**config.mk**
```make
export PLATFORM = sky130hd
export DESIGN_NAME = lcd_controller_flat
export DESIGN_NICKNAME = d
export VERILOG_FILES = /design/src/rtl/lcd_controller_if.sv /design/src/rtl/lcd_controller.sv /design/src/flat_wrapper.sv
export SDC_FILE = /design/constraint.sdc
export NUM_CORES = 1
export LEC_CHECK = 0
export BUFFER_PORTS_ARGS = -buffer_cell sky130_fd_sc_hd__buf_4
export CAP_MARGIN = 40
export CORE_MARGIN = 10
export CORE_UTILIZATION = 53
export CTS_BUF_LIST = sky130_fd_sc_hd__clkbuf_16
export CTS_CLUSTER_DIAMETER = 30
export DETAILED_ROUTE_END_ITERATION = 16
export PLACE_DENSITY = 0.75
export SLEW_MARGIN = 20
export SYNTH_ARGS = -nofsm -noshare
export SYNTH_HDL_FRONTEND = slang
export SYNTH_SLANG_ARGS = --single-unit
```
**constraint.sdc**
```tcl
create_clock -name clk -period 2.9 [get_ports clk]
set_input_delay 0.145 -clock clk [delete_from_list [all_inputs] [get_ports clk]]
set_output_delay 0.145 -clock clk [all_outputs]
set_load 0.005 [all_outputs]
```
**src/rtl/lcd_controller_if.sv**
```systemverilog
// CPU-side bus of the character-LCD controller.
// On every rising edge where chip_en & read_write are both high the controller
// takes a write. There is no ready or backpressure: a byte pushed into a full
// FIFO is dropped and flagged as overflow. Reads are combinational from
// data_out while chip_en is high and read_write is low.
interface lcd_controller_if;
    logic       chip_en;
    logic       read_write;
    logic [1:0] register_select;
    logic [7:0] data_in;
    logic [7:0] data_out;

    modport master (
        output chip_en,
        output read_write,
        output register_select,
        output data_in,
        input  data_out
    );

    modport slave (
        input  chip_en,
        input  read_write,
        input  register_select,
        input  data_in,
        output data_out
    );
endinterface

```
**src/rtl/lcd_controller.sv**
```systemverilog
// HD44780 character-LCD driver. The CPU queues {rs,byte} entries in a small
// FIFO; the sequencer replays each one on the panel pins with setup, enable
// pulse, hold and execution delays, so the panel busy flag is never read.
module lcd_controller #(
    parameter int FIFO_DEPTH       = 4,
    parameter int POWERUP_CYCLES   = 750000,
    parameter int SETUP_CYCLES     = 2,
    parameter int EN_CYCLES        = 25,
    parameter int HOLD_CYCLES      = 2,
    parameter int EXEC_CYCLES      = 2000,
    parameter int LONG_EXEC_CYCLES = 82000
) (
    input  logic              clk,
    input  logic              reset,
    lcd_controller_if.slave   bus,
    output logic [7:0]        lcd_data,
    output logic              lcd_en,
    output logic              lcd_rs,
    output logic              lcd_rw,
    output logic              lcd_on,
    output logic              lcd_blon,
    output logic [2:0]        state_dbg
);

    localparam int AW   = $clog2(FIFO_DEPTH);
    localparam int CNTW = AW + 1;

    localparam int M1 = (POWERUP_CYCLES > LONG_EXEC_CYCLES) ? POWERUP_CYCLES : LONG_EXEC_CYCLES;
    localparam int M2 = (M1 > EXEC_CYCLES) ? M1 : EXEC_CYCLES;
    localparam int M3 = (M2 > EN_CYCLES) ? M2 : EN_CYCLES;
    localparam int M4 = (M3 > SETUP_CYCLES) ? M3 : SETUP_CYCLES;
    localparam int MAX_CYC = (M4 > HOLD_CYCLES) ? M4 : HOLD_CYCLES;
    localparam int CW = $clog2(MAX_CYC + 1);

    typedef enum logic [2:0] {
        ST_POWERUP = 3'd0,
        ST_IDLE    = 3'd1,
        ST_SETUP   = 3'd2,
        ST_PULSE   = 3'd3,
        ST_HOLD    = 3'd4,
        ST_EXEC    = 3'd5
    } state_t;

    state_t          state;
    logic [CW-1:0]   cnt;
    logic            init_done;

    logic [8:0]      mem [FIFO_DEPTH];
    logic [AW-1:0]   wr_ptr;
    logic [AW-1:0]   rd_ptr;
    logic [CNTW-1:0] fifo_count;
    logic            overflow;

    logic            wr_strobe;
    logic            push_req;
    logic            ctrl_wr;
    logic            fifo_full;
    logic            pop;
    logic            push_ok;
    logic [8:0]      head;
    logic            is_long;
    logic            busy;
    logic [2:0]      cnt_disp;

    assign wr_strobe = bus.chip_en & bus.read_write;
    assign push_req  = wr_strobe & ~bus.register_select[1];
    assign ctrl_wr   = wr_strobe & (bus.register_select == 2'd3);
    assign fifo_full = (fifo_count == CNTW'(FIFO_DEPTH));
    assign pop       = (state == ST_IDLE) && (fifo_count != '0);
    // A push into a full FIFO still fits when the head leaves on the same edge.
    assign push_ok   = push_req & (~fifo_full | pop);
    assign head      = mem[rd_ptr];

    // Clear and return-home commands need the long execution wait.
    assign is_long   = ~lcd_rs & ((lcd_data == 8'h01) | (lcd_data == 8'h02) | (lcd_data == 8'h03));
    assign busy      = (state != ST_IDLE) | (fifo_count != '0);
    assign lcd_rw    = 1'b0;
    assign state_dbg = state;

    // FIFO occupancy shown to software saturates at 7.
    always_comb begin
        cnt_disp = (int'(fifo_count) > 7) ? 3'd7 : 3'(fifo_count);
    end

    // CPU read mux; reads never change any state.
    always_comb begin
        bus.data_out = 8'h00;
        if (bus.chip_en && !bus.read_write) begin
            case (bus.register_select)
                2'd2:    bus.data_out = {busy, overflow, init_done, 2'b00, cnt_disp};
                2'd3:    bus.data_out = {6'b0, lcd_blon, lcd_on};
                default: bus.data_out = 8'h00;
            endcase
        end
    end

    // FIFO storage; contents need no reset because pointers define validity.
    always_ff @(posedge clk) begin
        if (push_ok) begin
            mem[wr_ptr] <= {bus.register_select[0], bus.data_in};
        end
    end

    // FIFO pointers, occupancy and sticky overflow flag.
    always_ff @(posedge clk) begin
        if (reset) begin
            wr_ptr     <= '0;
            rd_ptr     <= '0;
            fifo_count <= '0;
            overflow   <= 1'b0;
        end else begin
            if (push_ok) begin
                wr_ptr <= wr_ptr + AW'(1);
            end
            if (pop) begin
                rd_ptr <= rd_ptr + AW'(1);
            end
            case ({push_ok, pop})
                2'b10:   fifo_count <= fifo_count + CNTW'(1);
                2'b01:   fifo_count <= fifo_count - CNTW'(1);
                default: fifo_count <= fifo_count;
            endcase
            if (push_req && !push_ok) begin
                overflow <= 1'b1;
            end else if (ctrl_wr && bus.data_in[7]) begin
                overflow <= 1'b0;
            end
        end
    end

    // Panel power and backlight control register.
    always_ff @(posedge clk) begin
        if (reset) begin
            lcd_on   <= 1'b0;
            lcd_blon <= 1'b0;
        end else if (ctrl_wr) begin
            lcd_on   <= bus.data_in[0];
            lcd_blon <= bus.data_in[1];
        end
    end

    // Transfer sequencer: power-up wait, then setup / pulse / hold / exec per byte.
    always_ff @(posedge clk) begin
        if (reset) begin
            state     <= ST_POWERUP;
            cnt       <= '0;
            init_done <= 1'b0;
            lcd_en    <= 1'b0;
            lcd_rs    <= 1'b0;
            lcd_data  <= 8'h00;
        end else begin
            case (state)
                ST_POWERUP: begin
                    if (cnt == CW'(POWERUP_CYCLES - 1)) begin
                        init_done <= 1'b1;
                        state     <= ST_IDLE;
                        cnt       <= '0;
                    end else begin
                        cnt <= cnt + CW'(1);
                    end
                end
                ST_IDLE: begin
                    if (fifo_count != '0) begin
                        lcd_rs   <= head[8];
                        lcd_data <= head[7:0];
                        state    <= ST_SETUP;
                        cnt      <= '0;
                    end
                end
                ST_SETUP: begin
                    if (cnt == CW'(SETUP_CYCLES - 1)) begin
                        lcd_en <= 1'b1;
                        state  <= ST_PULSE;
                        cnt    <= '0;
                    end else begin
                        cnt <= cnt + CW'(1);
                    end
                end
                ST_PULSE: begin
                    if (cnt == CW'(EN_CYCLES - 1)) begin
                        lcd_en <= 1'b0;
                        state  <= ST_HOLD;
                        cnt    <= '0;
                    end else begin
                        cnt <= cnt + CW'(1);
                    end
                end
                ST_HOLD: begin
                    if (cnt == CW'(HOLD_CYCLES - 1)) begin
                        state <= ST_EXEC;
                        cnt   <= '0;
                    end else begin
                        cnt <= cnt + CW'(1);
                    end
                end
                ST_EXEC: begin
                    if (cnt == (is_long ? CW'(LONG_EXEC_CYCLES - 1) : CW'(EXEC_CYCLES - 1))) begin
                        state <= ST_IDLE;
                        cnt   <= '0;
                    end else begin
                        cnt <= cnt + CW'(1);
                    end
                end
                default: begin
                    state  <= ST_IDLE;
                    cnt    <= '0;
                    lcd_en <= 1'b0;
                end
            endcase
        end
    end

endmodule

```
**src/flat_wrapper.sv**
```systemverilog
// flat-port wrapper written by rule: the top's interface ports become plain ports
module lcd_controller_flat 
#(
    parameter int FIFO_DEPTH       = 4,
    parameter int POWERUP_CYCLES   = 750000,
    parameter int SETUP_CYCLES     = 2,
    parameter int EN_CYCLES        = 25,
    parameter int HOLD_CYCLES      = 2,
    parameter int EXEC_CYCLES      = 2000,
    parameter int LONG_EXEC_CYCLES = 82000
)
  (clk, reset, lcd_data, lcd_en, lcd_rs, lcd_rw, lcd_on, lcd_blon, state_dbg, bus_chip_en, bus_read_write, bus_register_select, bus_data_in, bus_data_out);
  lcd_controller_if bus_i ();
  input  logic clk;
  input  logic reset;
  output logic [7:0] lcd_data;
  output logic lcd_en;
  output logic lcd_rs;
  output logic lcd_rw;
  output logic lcd_on;
  output logic lcd_blon;
  output logic [2:0] state_dbg;
  input wire logic [$bits(bus_i.chip_en)-1:0] bus_chip_en;
  input wire logic [$bits(bus_i.read_write)-1:0] bus_read_write;
  input wire logic [$bits(bus_i.register_select)-1:0] bus_register_select;
  input wire logic [$bits(bus_i.data_in)-1:0] bus_data_in;
  output wire logic [$bits(bus_i.data_out)-1:0] bus_data_out;
  assign bus_i.chip_en = bus_chip_en;
  assign bus_i.read_write = bus_read_write;
  assign bus_i.register_select = bus_register_select;
  assign bus_i.data_in = bus_data_in;
  assign bus_data_out = bus_i.data_out;
  lcd_controller #(.FIFO_DEPTH(FIFO_DEPTH), .POWERUP_CYCLES(POWERUP_CYCLES), .SETUP_CYCLES(SETUP_CYCLES), .EN_CYCLES(EN_CYCLES), .HOLD_CYCLES(HOLD_CYCLES), .EXEC_CYCLES(EXEC_CYCLES), .LONG_EXEC_CYCLES(LONG_EXEC_CYCLES)) u_core (.clk(clk), .reset(reset), .bus(bus_i), .lcd_data(lcd_data), .lcd_en(lcd_en), .lcd_rs(lcd_rs), .lcd_rw(lcd_rw), .lcd_on(lcd_on), .lcd_blon(lcd_blon), .state_dbg(state_dbg));
endmodule
```
### Word level (Yosys, flattened, before mapping)

Memory sizes are Yosys's and may differ from the RTL's. A register that Yosys moved wholly into a read port is not among the register bits.
Cells that the tools add are included.

| cells by class | value |
|---|---|
| $add $sub $neg | 5 |
| equal/unequal tests | 24 |
| mux-type cells | 24 |
| bitwise operators | 13 |
| reductions and logical operators | 16 |

Operators by type and width:

| operator | count |
|---|---|
| $mux 20 | 5 |
| $pmux 20 s5 | 1 |
| $add 20x1->20 const B | 1 |
| $eq 20x1->1 const B | 1 |
| $eq 20x20->1 | 1 |
| $eq 20x20->1 const B | 1 |
| $eq 20x5->1 const B | 1 |
| $mux 3 | 6 |
| $pmux 3 s6 | 1 |
| $mux 17 | 1 |
| $eq 8x2->1 const B | 2 |
| $pmux 8 s2 | 1 |
| $ne 2x1->1 const B | 5 |
| $eq 3x3->1 const B | 3 |
| $eq 8x1->1 const B | 1 |
| $mux 8 | 1 |
| $eq 2x2->1 const B | 3 |
| $eq 3x2->1 const B | 2 |
| $mux 1 | 6 |
| $pmux 3 s2 | 1 |
| $reduce_and 6->1 | 1 |
| $and 1x1->1 | 5 |
| $add 2x1->2 const B | 2 |
| $logic_and 1x1->1 | 4 |
| other kinds (17) | 26 |

| word-level totals | value |
|---|---|
| bits in registers | 35 |
| RAM bits | 36 |
| bits of input ports | 14 |
| output and inout port bits | 24 |
| word-level logic and storage cells | 93 |
| memories | 1 |

Memory list:

| memory | words | bits a word | rd ports | clocked after memory_dff | write ports | line | source |
|---|---|---|---|---|---|---|---|
| u_core.mem | 4 | 9 | 1 | 1 | 1 | lcd_controller.sv:48 | `logic [8:0] mem [FIFO_DEPTH];` |

### Depth between registers and ports, before layout

Gate-level depths: netlist of run 1.

| depth | value |
|---|---|
| word-level depth | 8 |
| depth in mapped cells | 13 |
| mapped depth without buffers | 11 |

### Least setup slack after synthesis of run 1

No wires, ideal clock.

| timing path | value |
|---|---|
| kind | register to register |
| start | reg u_core.state[0], in the netlist u_core.state_dbg[0] |
| end | reg u_core.fifo_count[2], in the netlist u_core.cnt_disp[2] |
| setup time | 0.071 ns |
| data arrival time | 2.787 ns |
| required time | 2.829 ns |
| setup slack | 0.043 ns |
| cell stages (with the launch flop) | 14 |
| period minus slack after synthesis | 2.857 ns |
| cell sequence | dfxtp_1 buf_6 inv_4 or3_4 or2_2 buf_2 inv_1 buf_2 ha_1 inv_1 fa_1 xor2_1 or3_1 a21oi_1 |

| on the way | value |
|---|---|
| word-level cells in the longest chain between the ends | 6 |
| elaborated cells on any way between the ends | 8 |

Ends and longest elaborated chain:

| element | line | source |
|---|---|---|
| start, declared | lcd_controller.sv:44 | `state_t state;` |
| start signal, assigned | lcd_controller.sv:145 | `state <= ST_POWERUP;` |
| start signal, assigned | lcd_controller.sv:156 | `state <= ST_IDLE;` |
| start signal, assigned | lcd_controller.sv:166 | `state <= ST_SETUP;` |
| $eq 3x1->1 (*) | lcd_controller.sv:69 | `assign pop = (state == ST_IDLE) && (fifo_count != '0);` |
| $logic_and 1x1->1 (*) | lcd_controller.sv:69 |  |
| net u_core.pop | lcd_controller.sv:58 | `logic pop;` |
| $or 1x1->1 | lcd_controller.sv:71 | `assign push_ok = push_req & (~fifo_full \| pop);` |
| $and 1x1->1 | lcd_controller.sv:71 |  |
| $eq 2x1->1 / $eq 2x2->1 (equally long branches) | lcd_controller.sv:118 | `case ({push_ok, pop})` |
| $pmux 3 s2 / $reduce_bool 2->1 (equally long branches) | - |  |
| end signal, assigned | lcd_controller.sv:119 | `2'b10: fifo_count <= fifo_count + CNTW'(1);` |
| end signal, assigned | lcd_controller.sv:120 | `2'b01: fifo_count <= fifo_count - CNTW'(1);` |
| end signal, assigned | lcd_controller.sv:121 | `default: fifo_count <= fifo_count;` |
| end, declared | lcd_controller.sv:51 | `logic [CNTW-1:0] fifo_count;` |

Mark *: on every way through the listed nets, which the timed path passes. The rest lies on a longest branch.
A chain may end at the register's enable or synchronous reset.

### Final worst setup path of run 1

| timing path | value |
|---|---|
| start | reg u_core.state[0], in the netlist u_core.state_dbg[0] |
| end | reg u_core.fifo_count[2], in the netlist u_core.cnt_disp[2] |

| on the way | value |
|---|---|
| word-level cells in the longest chain between the ends | 6 |
| elaborated cells on any way between the ends | 8 |

Ends and longest elaborated chain:

| element | line |
|---|---|
| $eq 3x1->1 (*) | lcd_controller.sv:69 |
| $logic_and 1x1->1 (*) | lcd_controller.sv:69 |
| $or 1x1->1 | lcd_controller.sv:71 |
| $and 1x1->1 | lcd_controller.sv:71 |
| $eq 2x1->1 / $eq 2x2->1 (equally long branches) | lcd_controller.sv:118 |
| $pmux 3 s2 / $reduce_bool 2->1 (equally long branches) | - |

Every way passes the cells marked *; elsewhere a longest branch is shown, timed or not.

==> impl_metrics.toml, run 1 <==
[status]
status = "completed"

[place]
pre_cts_ws_ps = 267
port_buffers = 34
place_congestion = 0.808
hpwlAfterDp_um = 5680

[cts]
cts_hold_buf = 0
clock_path_buffers = 2
clk_pin_slew_ps = 60
cts_made_buffers = 9
clkLatencyLatePin_ps = 330
cts-resized-gates = 0
root_buffer = "clkbuf_16"
tritoncts = "yes"
cts-htree-levels = 3
post-cts-setup-buffers = 0
cts_sinks = 80

[global_route]
grt-ovfl-total = 0
grt_max_degree = 46
grt_usage_pct = 15.0
antenna_found_initial = 0
grt_pass1_wl_um = 13800
grt_pass1_vias = 2791

[timing]
max_freq_ghz = 0.369
fin_skew_ps = 8.03
finalSetupTns_ps = 0
worstMarginPinSlew_ps = 771
setup_viol = 0
post-route-min-period_ps = 2710
period_share_pct = 93.5
fin_ws_ps = 188
rsz0062_at_grt = "false"
finalHoldViolCount = 0
slew_headroom_pct = 48.2
final-max-slew-violation-count = 0

[yosys]
synth_cell_types = 55
synth_top_flop_cell = "dfxtp_1"
ys_ff_latch = 80
ys_seq_area_share_pct = 50.1
async_flop_share_pct = 0
syn_area_mm2 = 0.00392
yosysWarnings = 0
syn_area_per_cell_um2 = 10.6
syn-instance-count = 368
synth_edf_count = 36

[floorplan]
initial_core_util_pct = 54.3
die-width_um = 106
die_area_mm2 = 0.0112
die-height_um = 106
fp-row-count = 31
coreArea_mm2 = 0.00721
io_pins = 38

[pwr]
irDropWorstVdd_mv = 0.335
p_leak_uw = 0.00159
power.density_mw_per_mm2 = 668
p_total_uw = 3010

[detailed_routing]
drtPass1Iterations = 4
avgViaCountPerCell = 5.73
drcViolationCount = 0
antenna_left = 0
vias = 2848
wl_per_cell_um = 16.8
drt-initial-drc-count = 176
drt_wl_total_um = 8340

[setup_path]
crit_required_ps = 3150
worstRegToRegCells = 10
path_cells = "inv_4 > or3_4 > or2_2 > inv_1 > ha_1 > inv_1 > fa_1 > xor2_1 > or3_1 > a21oi_1"
crit_slowest_cell = "or3_4"
end_kind = "register"
critPathBufInv = 3
cp_top_family = "simple AND/OR/NAND/NOR gates"
cp.arrival_ps = 2960
cp-start-kind = "register"
rrSetupSlack_ps = 190
crit_top_cell = "inv_1"
crit_fanout = 10
critical_path_class = "register to register"
cpPeakStageDelay_ps = 420
path_depth = 10

[min_path]
min_path_type = "input port to register"
whs_path_depth = 1

[layout]
diodes = 0
area_growth_pct = 15.0
drive_gt1_share_pct = 20.6
fill_cells = 602
multi_input_area_mm2 = 0.00175
final-seq-area_mm2 = 0.00196
nNetsFinal = 416

[job]
maxCapViolations = 0
==> synthesized netlist by cell type, types with 2 or more instances <==
cell type / number / area (µm²)
mux2i_1: 11 / 110
nor2b_1: 3 / 18.8
nand4_1: 6 / 37.5
and2_1: 8 / 50.1
nor4_2: 5 / 62.6
and4_1: 6 / 52.6
buf_1: 2 / 7.51
dfxtp_1: 44 / 881
a31oi_1: 4 / 25.0
buf_6: 4 / 45.0
nor2_1: 25 / 93.8
nand2b_1: 2 / 12.5
nand3b_1: 2 / 15.0
mux4_2: 9 / 203
nor4_1: 11 / 68.8
o21ai_0: 6 / 30.0
o41a_1: 2 / 22.5
a2111oi_2: 2 / 30.0
nor3_1: 21 / 105
or4_1: 2 / 15.0
edfxtp_1: 36 / 1080
buf_2: 6 / 30.0
nand2_1: 36 / 135
a211oi_1: 6 / 45.0
buf_4: 4 / 30.0
xor2_1: 4 / 35.0
or3_1: 4 / 25.0
o21ai_1: 5 / 25.0
inv_1: 11 / 41.3
and3_1: 8 / 50.1
nand3_1: 10 / 50.1
ha_1: 8 / 100
a21oi_1: 20 / 100
clkbuf_1: 12 / 45.0
xnor2_1: 3 / 26.3
==> cells by family after synthesis <==
family | count (synthesis) | share of synthesized area, %
compound gates | 53 | 9.30
other cells | 1 | 0.0958
fa+ha+maj | 9 | 3.07
buf+inv | 41 | 5.37
flops | 80 | 50.1
xor+xnor | 7 | 1.57
mux | 20 | 7.99
simple gates | 157 | 22.5
==> worst reg2reg max path: cells and delay by family, from the launching register on <==
kind | cells | cell delay, ps
compound gates | 1 | 180
xor+xnor | 1 | 170
fa+ha+maj | 2 | 570
buf+inv | 3 | 250
flops | 1 | 370
simple gates | 3 | 1110
==> stage by stage <==
stage	instance area (µm²)	hold WS, ps	util [%]	instances
finish	4500	10.9	62.4	497
global route	4500	5.74	62.4	497
CTS	4500	2.97	62.4	497
detailed placement	4190	350	58.1	481
global placement	4190	346	58.1	481
floorplan	3920	244	-	370
==> metal layers <==
layer | track usage [%] | wire [µm]
met2 | 24.2 | 4140
met3 | 3.08 | 379
met1 | 19.3 | 3720
met4 | 6.00 | 105
met5 | 0 | 0
==> final timing paths <==
path                       start            endpoint
max reg2reg  u_core.state_dbg[0]  u_core.cnt_disp[2]
min               bus_data_in[5]    u_core.mem[2][5]
min reg2reg     u_core.init_done    u_core.init_done
max          u_core.state_dbg[0]  u_core.cnt_disp[2]
==> cell usage in the layout, fill, tap and decap left out, types with 3 or more instances in the layout <==
cell,count
conb_1,3
a21oi_1,20
nor3_1,21
nor4_1,11
inv_1,11
o21ai_0,6
ha_1,8
xor2_1,4
nor4_2,5
nand2_1,36
a211oi_1,6
mux2i_1,11
and3_1,8
or3_1,4
nor2_1,25
mux4_2,9
edfxtp_1,36
clkbuf_16,9
nand3_1,10
nand4_1,6
o21ai_1,5
inv_6,3
and2_1,8
dfxtp_1,44
and4_1,6
a31oi_1,4
nor2b_1,3
buf_4,41
xnor2_1,3
==> where the power goes <==
group | internal (µW) | leakage, µW | total, µW | switching [µW]
Clock | 683 | 0.000149 | 1160 | 477
Combinational | 228 | 0.000755 | 574 | 346
Sequential | 1220 | 0.000681 | 1270 | 53.4
Total | 2130 | 0.00159 | 3010 | 877
==> area by class of cell <==
cell class	instances	share of cell area (%)
Clock buffer	9	5.00
Tap cell	99	2.75
Sequential cell	80	43.6
Timing Repair Buffer	41	6.84
Inverter	12	1.06
Clock inverter	7	1.86
Multi-Input combinational cell	249	38.9
==> state kept, by name, indices dropped and copies added, names as in the netlist <==
name and count:
u_core.rd_ptr 2, u_core.state_dbg 3, u_core.cnt 20, u_core.lcd_en 1, u_core.lcd_data 8, u_core.lcd_on 1, u_core.lcd_blon 1, u_core.wr_ptr 2
u_core.mem 36, u_core.cnt_disp 3, u_core.init_done 1, u_core.lcd_rs 1, u_core.overflow 1
Power figures use the tool's default switching activity.
==> run 2, diff against run 1 <==
--- a/config.mk
+++ b/config.mk
@@ -7,2 +7,3 @@
 export LEC_CHECK = 0
+export ABC_AREA = 1
 export BUFFER_PORTS_ARGS = -buffer_cell sky130_fd_sc_hd__buf_4
@@ -10,3 +11,3 @@
 export CORE_MARGIN = 10
-export CORE_UTILIZATION = 53
+export CORE_UTILIZATION = 54
 export CTS_BUF_LIST = sky130_fd_sc_hd__clkbuf_16
@@ -14,3 +15,3 @@
 export DETAILED_ROUTE_END_ITERATION = 16
-export PLACE_DENSITY = 0.75
+export PLACE_DENSITY = 0.76
 export SLEW_MARGIN = 20
==> constraint.sdc (replaced) <==
create_clock -name clk -period 2.9 [get_ports clk]
set_input_delay 0.58 -clock clk [delete_from_list [all_inputs] [get_ports clk]]
set_output_delay 0.58 -clock clk [all_outputs]
set_load 0.005 [all_outputs]
==> run 2 against run 1 <==
  * Combinational power increased by 11%
  * Clock skew decreased by 2.1 ps
  * First-iteration DRC count increased by 10%
  * Wire length increased by 22%
  * Power increased by 2.1%
  * Global-route usage increased by 3.0 points
  * Synthesized area increased by 7.2%
  * Clock power about the same
  * Flip-flop and latch count unchanged
  * Sequential power about the same
  * Largest power group unchanged
  * Highest routed layer unchanged
==> impl_metrics.toml, run 2 <==
[status]
status = "completed"

[detailed_routing]
drt-initial-drc-count = 194
drt_wl_total_um = 10200
wl_per_cell_um = 14.8
vias = 3711
drcViolationCount = 0
antenna_left = 0
avgViaCountPerCell = 5.39
drtPass1Iterations = 5

[timing]
max_freq_ghz = 0.439
finalHoldViolCount = 0
worstMarginPinSlew_ps = 789
post-route-min-period_ps = 2280
rsz0062_at_grt = "false"
slew_headroom_pct = 47.2
finalSetupTns_ps = 0
setup_viol = 0
final-max-slew-violation-count = 0
fin_ws_ps = 620
period_share_pct = 78.6
fin_skew_ps = 5.92

[layout]
nNetsFinal = 604
largest_register = "u_core.mem"
largest_register_ffs = 36
layout_common_cells = "nand2_1 (103), nor2_1 (100), inv_1 (57), o21ai_0 (49), dfxtp_1 (44)"
multi_input_area_mm2 = 0.00187
fill_cells = 678
finish.instance_area_mm2 = 0.00481
area_growth_pct = 14.5
drive_gt1_share_pct = 13.7
diodes = 0
final_core_util_pct = 62.8
final-seq-area_mm2 = 0.00196
final_common_cell = "nand2_1"
reg_top3 = "u_core.mem (36), u_core.cnt (20), u_core.lcd_data (8)"

[min_path]
min_path_type = "register to register"
hold_end = "u_core.lcd_en"
hp-start = "u_core.lcd_en"
whs_path_depth = 2

[place]
place_congestion = 0.898
hpwlAfterDp_um = 7060
placed_area_mm2 = 0.00450
port_buffers = 34
pre_cts_ws_ps = 566

[setup_path]
path_cells = "inv_1 > nand2_1 > nand2_1 > nand2_1 > ha_1 > inv_1 > fa_1 > a21oi_1 > o21ai_0 > o21ai_0 > a21oi_1"
reg2reg_to = "u_core.cnt_disp[2]"
worstRegToRegCells = 11
cpPeakStageDelay_ps = 430
critical_path_class = "register to register"
end_kind = "register"
crit_fanout = 9
crit_top_cell = "nand2_1"
cp.arrival_ps = 2510
crit_required_ps = 3130
rrSetupSlack_ps = 620
cp-start-kind = "register"
r2r_start = "u_core.state_dbg[1]"
crit_slowest_cell = "dfxtp_1"

[floorplan]
coreArea_mm2 = 0.00765
fp-row-count = 32
io_pins = 38
die_area_mm2 = 0.0117
die-height_um = 108
die-width_um = 108
initial_core_util_pct = 54.9

[pwr]
p_total_uw = 3070
irDropWorstVdd_mv = 0.385
p_leak_uw = 0.00187
power.density_mw_per_mm2 = 638

[global_route]
grt_pass1_vias = 3663
grt-ovfl-total = 0
grt_usage_pct = 18.0
antenna_found_initial = 0
grt_max_degree = 24
grt_pass1_wl_um = 17000

[yosys]
synth_most_common_cell = "nand2_1"
syn-instance-count = 551
syn_area_per_cell_um2 = 7.62
ys_ff_latch = 80
synth_largest_area_cell = "edfxtp_1"
synth_area_leaders = "edfxtp_1 (26%), dfxtp_1 (21%), nand2_1 (9.2%)"
ys_top_cells_by_count = "nand2_1 (103), nor2_1 (100), inv_1 (57)"
synth_top_area_share_pct = 25.8
async_flop_share_pct = 0
syn_area_mm2 = 0.00420
ys_seq_area_share_pct = 46.7
synth_edf_count = 36
yosysWarnings = 0
synth_cell_types = 35
synth_top_flop_cell = "dfxtp_1"

[cts]
clk_pin_slew_ps = 60
tritoncts = "yes"
cts_sinks = 80
cts-htree-levels = 3
clkLatencyLatePin_ps = 340
post-cts-setup-buffers = 0
clock_path_buffers = 2
root_buffer = "clkbuf_16"
cts_hold_buf = 0
cts_made_buffers = 9
cts-resized-gates = 0

[job]
maxCapViolations = 0
-- run 2: cell count changes in the layout (fill, tap and decap cells not counted), sizes merged, moves of 11 or more --
cell,change
a21oi,+13
mux2i,-11
o21ai,+41
nand3,+20
nor2,+85
nor4,-17
nand2,+70
inv,+49
-- run 2: how the worst max path moves through the flow --
| stage | from | end | slack (ps) | cells past startpoint |
|---|---|---|---|---|
| 2_1_floorplan | u_core.state_dbg[0] | u_core.cnt_disp[2] | 760 | 12 |
| 3_3_place_gp | bus_chip_en | u_core.cnt_disp[2] | 670 | 11 |
| 3_5_place_dp | bus_chip_en | u_core.cnt_disp[2] | 570 | 11 |
| 4_1_cts | u_core.state_dbg[1] | u_core.cnt_disp[2] | 640 | 11 |
| 5_1_grt | u_core.state_dbg[1] | u_core.cnt_disp[2] | 280 | 11 |
| 6_report | u_core.state_dbg[1] | u_core.cnt_disp[2] | 620 | 11 |
-- run 2: logic make-up (layout without fill, tap and decap cells) --
family          Yosys count  count (layout)  share of synthesized area, %
compound gates           99              99                          12.5
xor+xnor                  2               2                         0.417
fa+ha+maj                 9               9                          2.86
buf+inv                  87             120                          8.97
flops                    80              80                          46.7
other cells               1               3                        0.0893
simple gates            273             273                          28.4
-- run 2: cell type report --
type                            instances  share of cell area, %
Clock buffer                            9                   4.69
Sequential cell                        80                   40.8
Clock inverter                          7                   1.67
Multi-Input combinational cell        386                   38.8
Tap cell                              102                   2.66
Timing Repair Buffer                   41                   6.40
Inverter                               63                   4.92
-- run 2: per-stage QoR --
step                hold WS (ps)  std cells
finish                       443        688
global route                 444        688
CTS                          442        688
detailed placement           439        672
global placement             437        672
floorplan                    436        553
-- run 2: routing by layer --
layer  global-route usage, %  share of wire [%]  vias up
li1                        -                  -     1863
met1                    20.4                 41     1724
met2                    31.7                 52      109
met3                    4.64                5.9       15
met4                    6.87                1.5        0
met5                       0                  0        -
-- run 2: critical path, delay by kind of cell (launching register included) --
family	cells	cell delay, ps
compound gates	4	470
buf+inv	2	190
simple gates	3	480
fa+ha+maj	2	580
flops	1	430
-- run 2: report_power, final --
part	switching [µW]	total, µW	internal (µW)
sequential	48.2	1280	1230
clock	477	1150	677
combinational	433	638	206
==> run 3, diff against run 2 <==
Settings changed: ABC_AREA 1 to 0, CORE_UTILIZATION 54 to 59, PLACE_DENSITY 0.76 to 0.8.
Clock period 2.9 ns to 2.2 ns, I/O delays scaled along.
==> run 3 against run 2 <==
  * The flow now finishes with violations (setup timing)
  * Register-to-register slack got worse by 620 ps
  * Sequential share of layout area grew 0.068 points
  * Fmax up 3.6%
  * First-iteration DRC count grew 7.2%
  * Clock skew about the same
  * Largest cell class unchanged
==> impl_metrics.toml, run 3 (synthesized netlist as in run 1, its figures left out) <==
[status]
status = "finished, violations left"
violations = "setup timing"

[layout]
reg_top3 = "u_core.mem (36), u_core.cnt (20), u_core.lcd_data (8)"
layout_common_cells = "buf_4 (68), dfxtp_1 (41), nand2_1 (36), edfxtp_1 (36), nor2_1 (25)"
drive_gt1_share_pct = 31.0
diodes = 0
area_growth_pct = 22.7
nNetsFinal = 447
largest_register_ffs = 36
final_core_util_pct = 75.3
final_common_cell = "buf_4"
largest_register = "u_core.mem"

[timing]
final-max-slew-violation-count = 0
worstMarginPinSlew_ps = 510
slew_headroom_pct = 66.0
rsz0062_at_grt = "true"
max_freq_ghz = 0.455
period_share_pct = 100
setup_viol = 1
finalSetupTns_ps = -0.120
post-route-min-period_ps = 2200
fin_ws_ps = -0.120
fin_skew_ps = 5.94
finalHoldViolCount = 0

[pwr]
power_frac_seq_pct = 41.2
p_leak_uw = 0.00174
power.switching_uw = 1230
irDropWorstVdd_mv = 0.603
p_int_uw = 2830
power_frac_comb_pct = 24.4
clkPwrFrac_pct = 34.4
swShare_pct = 30.2
power.density_mw_per_mm2 = 844

[global_route]
grt-ovfl-total = 0
grt_pass1_wl_um = 14700
grt_pass1_vias = 3114
grt_usage_pct = 17.7
antenna_found_initial = 0
grt_max_degree = 46

[min_path]
min_path_type = "input port to register"

[detailed_routing]
drt-initial-drc-count = 208
avgViaCountPerCell = 6.13
drtPass1Iterations = 6
drt_wl_total_um = 9170
drcViolationCount = 0
wl_per_cell_um = 18.1
antenna_left = 0
vias = 3103

[place]
hpwlAfterDp_um = 6160
place_congestion = 0.840
port_buffers = 34

[cts]
clkLatencyLatePin_ps = 330
root_buffer = "clkbuf_16"
cts_sinks = 80
clock_path_buffers = 2
tritoncts = "yes"
clk_pin_slew_ps = 60
cts_hold_buf = 0
cts_made_buffers = 9
cts-htree-levels = 3

[floorplan]
io_pins = 38
die-width_um = 101
initial_core_util_pct = 61.3
fp-row-count = 29
die-height_um = 101
die_area_mm2 = 0.0103
coreArea_mm2 = 0.00639

[setup_path]
crit_fanout = 3
cp-start-kind = "register"
end_kind = "register"
crit_required_ps = 2470
rrSetupSlack_ps = -0.1
critical_path_class = "register to register"
cp.arrival_ps = 2470

[job]
maxCapViolations = 0
run 3: layout make-up:
| type | count | area (µm²) |
|---|---|---|
| fillers | 414 | 1580 |
| clock buffers | 9 | 225 |
| multi-input cells | 249 | 1840 |
| well taps | 77 | 96.3 |
| repair buffers | 72 | 573 |
| inverters | 12 | 50.0 |
| clock inverters | 7 | 53.8 |
| flip-flops and latches | 80 | 1970 |
run 3: layer usage:
layer  GRT usage (%)  up-vias  share of wire [%]  routed length (µm)
met3            3.95       20                4.4                 400
met1            20.2     1516                 40                3680
li1                -     1466                  -                   -
met4            7.50        0                2.3                 211
met2            31.1      101                 53                4890
met5               0        -                  0                   0
run 3: critical path, stage by stage (launching register included):
cell     delay [ps]
dfxtp_2         350
inv_4            30
or3_4           340
or2_4           250
inv_4            60
ha_4            130
inv_2            30
fa_2            340
xor2_2          150
or3_1           330
a21oi_2         110
run 3: worst paths after layout:
path | startpoint | endpoint | depth (start not counted)
worst max register to register | u_core.state_dbg[0] | u_core.cnt_disp[2] | 10
worst min register to register | u_core.init_done | u_core.init_done | 2
worst max-delay path | u_core.state_dbg[0] | u_core.cnt_disp[2] | 10
worst min-delay path | bus_data_in[2] | u_core.mem[3][2] | 1
run 3: power groups by stage:
stage	clock network [µW]	logic [µW]	registers, µW
finish	1400	991	1670
CTS	1420	945	1670
detailed placement	0	902	1700
global route	1490	1070	1670
global placement	0	872	1690
floorplan	0	632	1680
run 3: what timing repair did:
action	in CTS	in global routing
gates resized for setup	4	13
setup endpoints to repair	2	21
setup buffers	0	4
pin swaps	0	2
run 3: stage by stage:
stage          total power [µW]  worst slack (ps)  hold WS [ps]  std cells  area (µm²)
6_report                   4060            -0.120           309        506        4810
5_1_grt                    4240             -82.0           291        506        4810
4_1_cts                    4030              28.9           301        502        4720
3_5_place_dp               2600              8.16           458        486        4420
3_3_place_gp               2570              79.6           448        486        4420
2_1_floorplan              2310              -295           429        370        3980
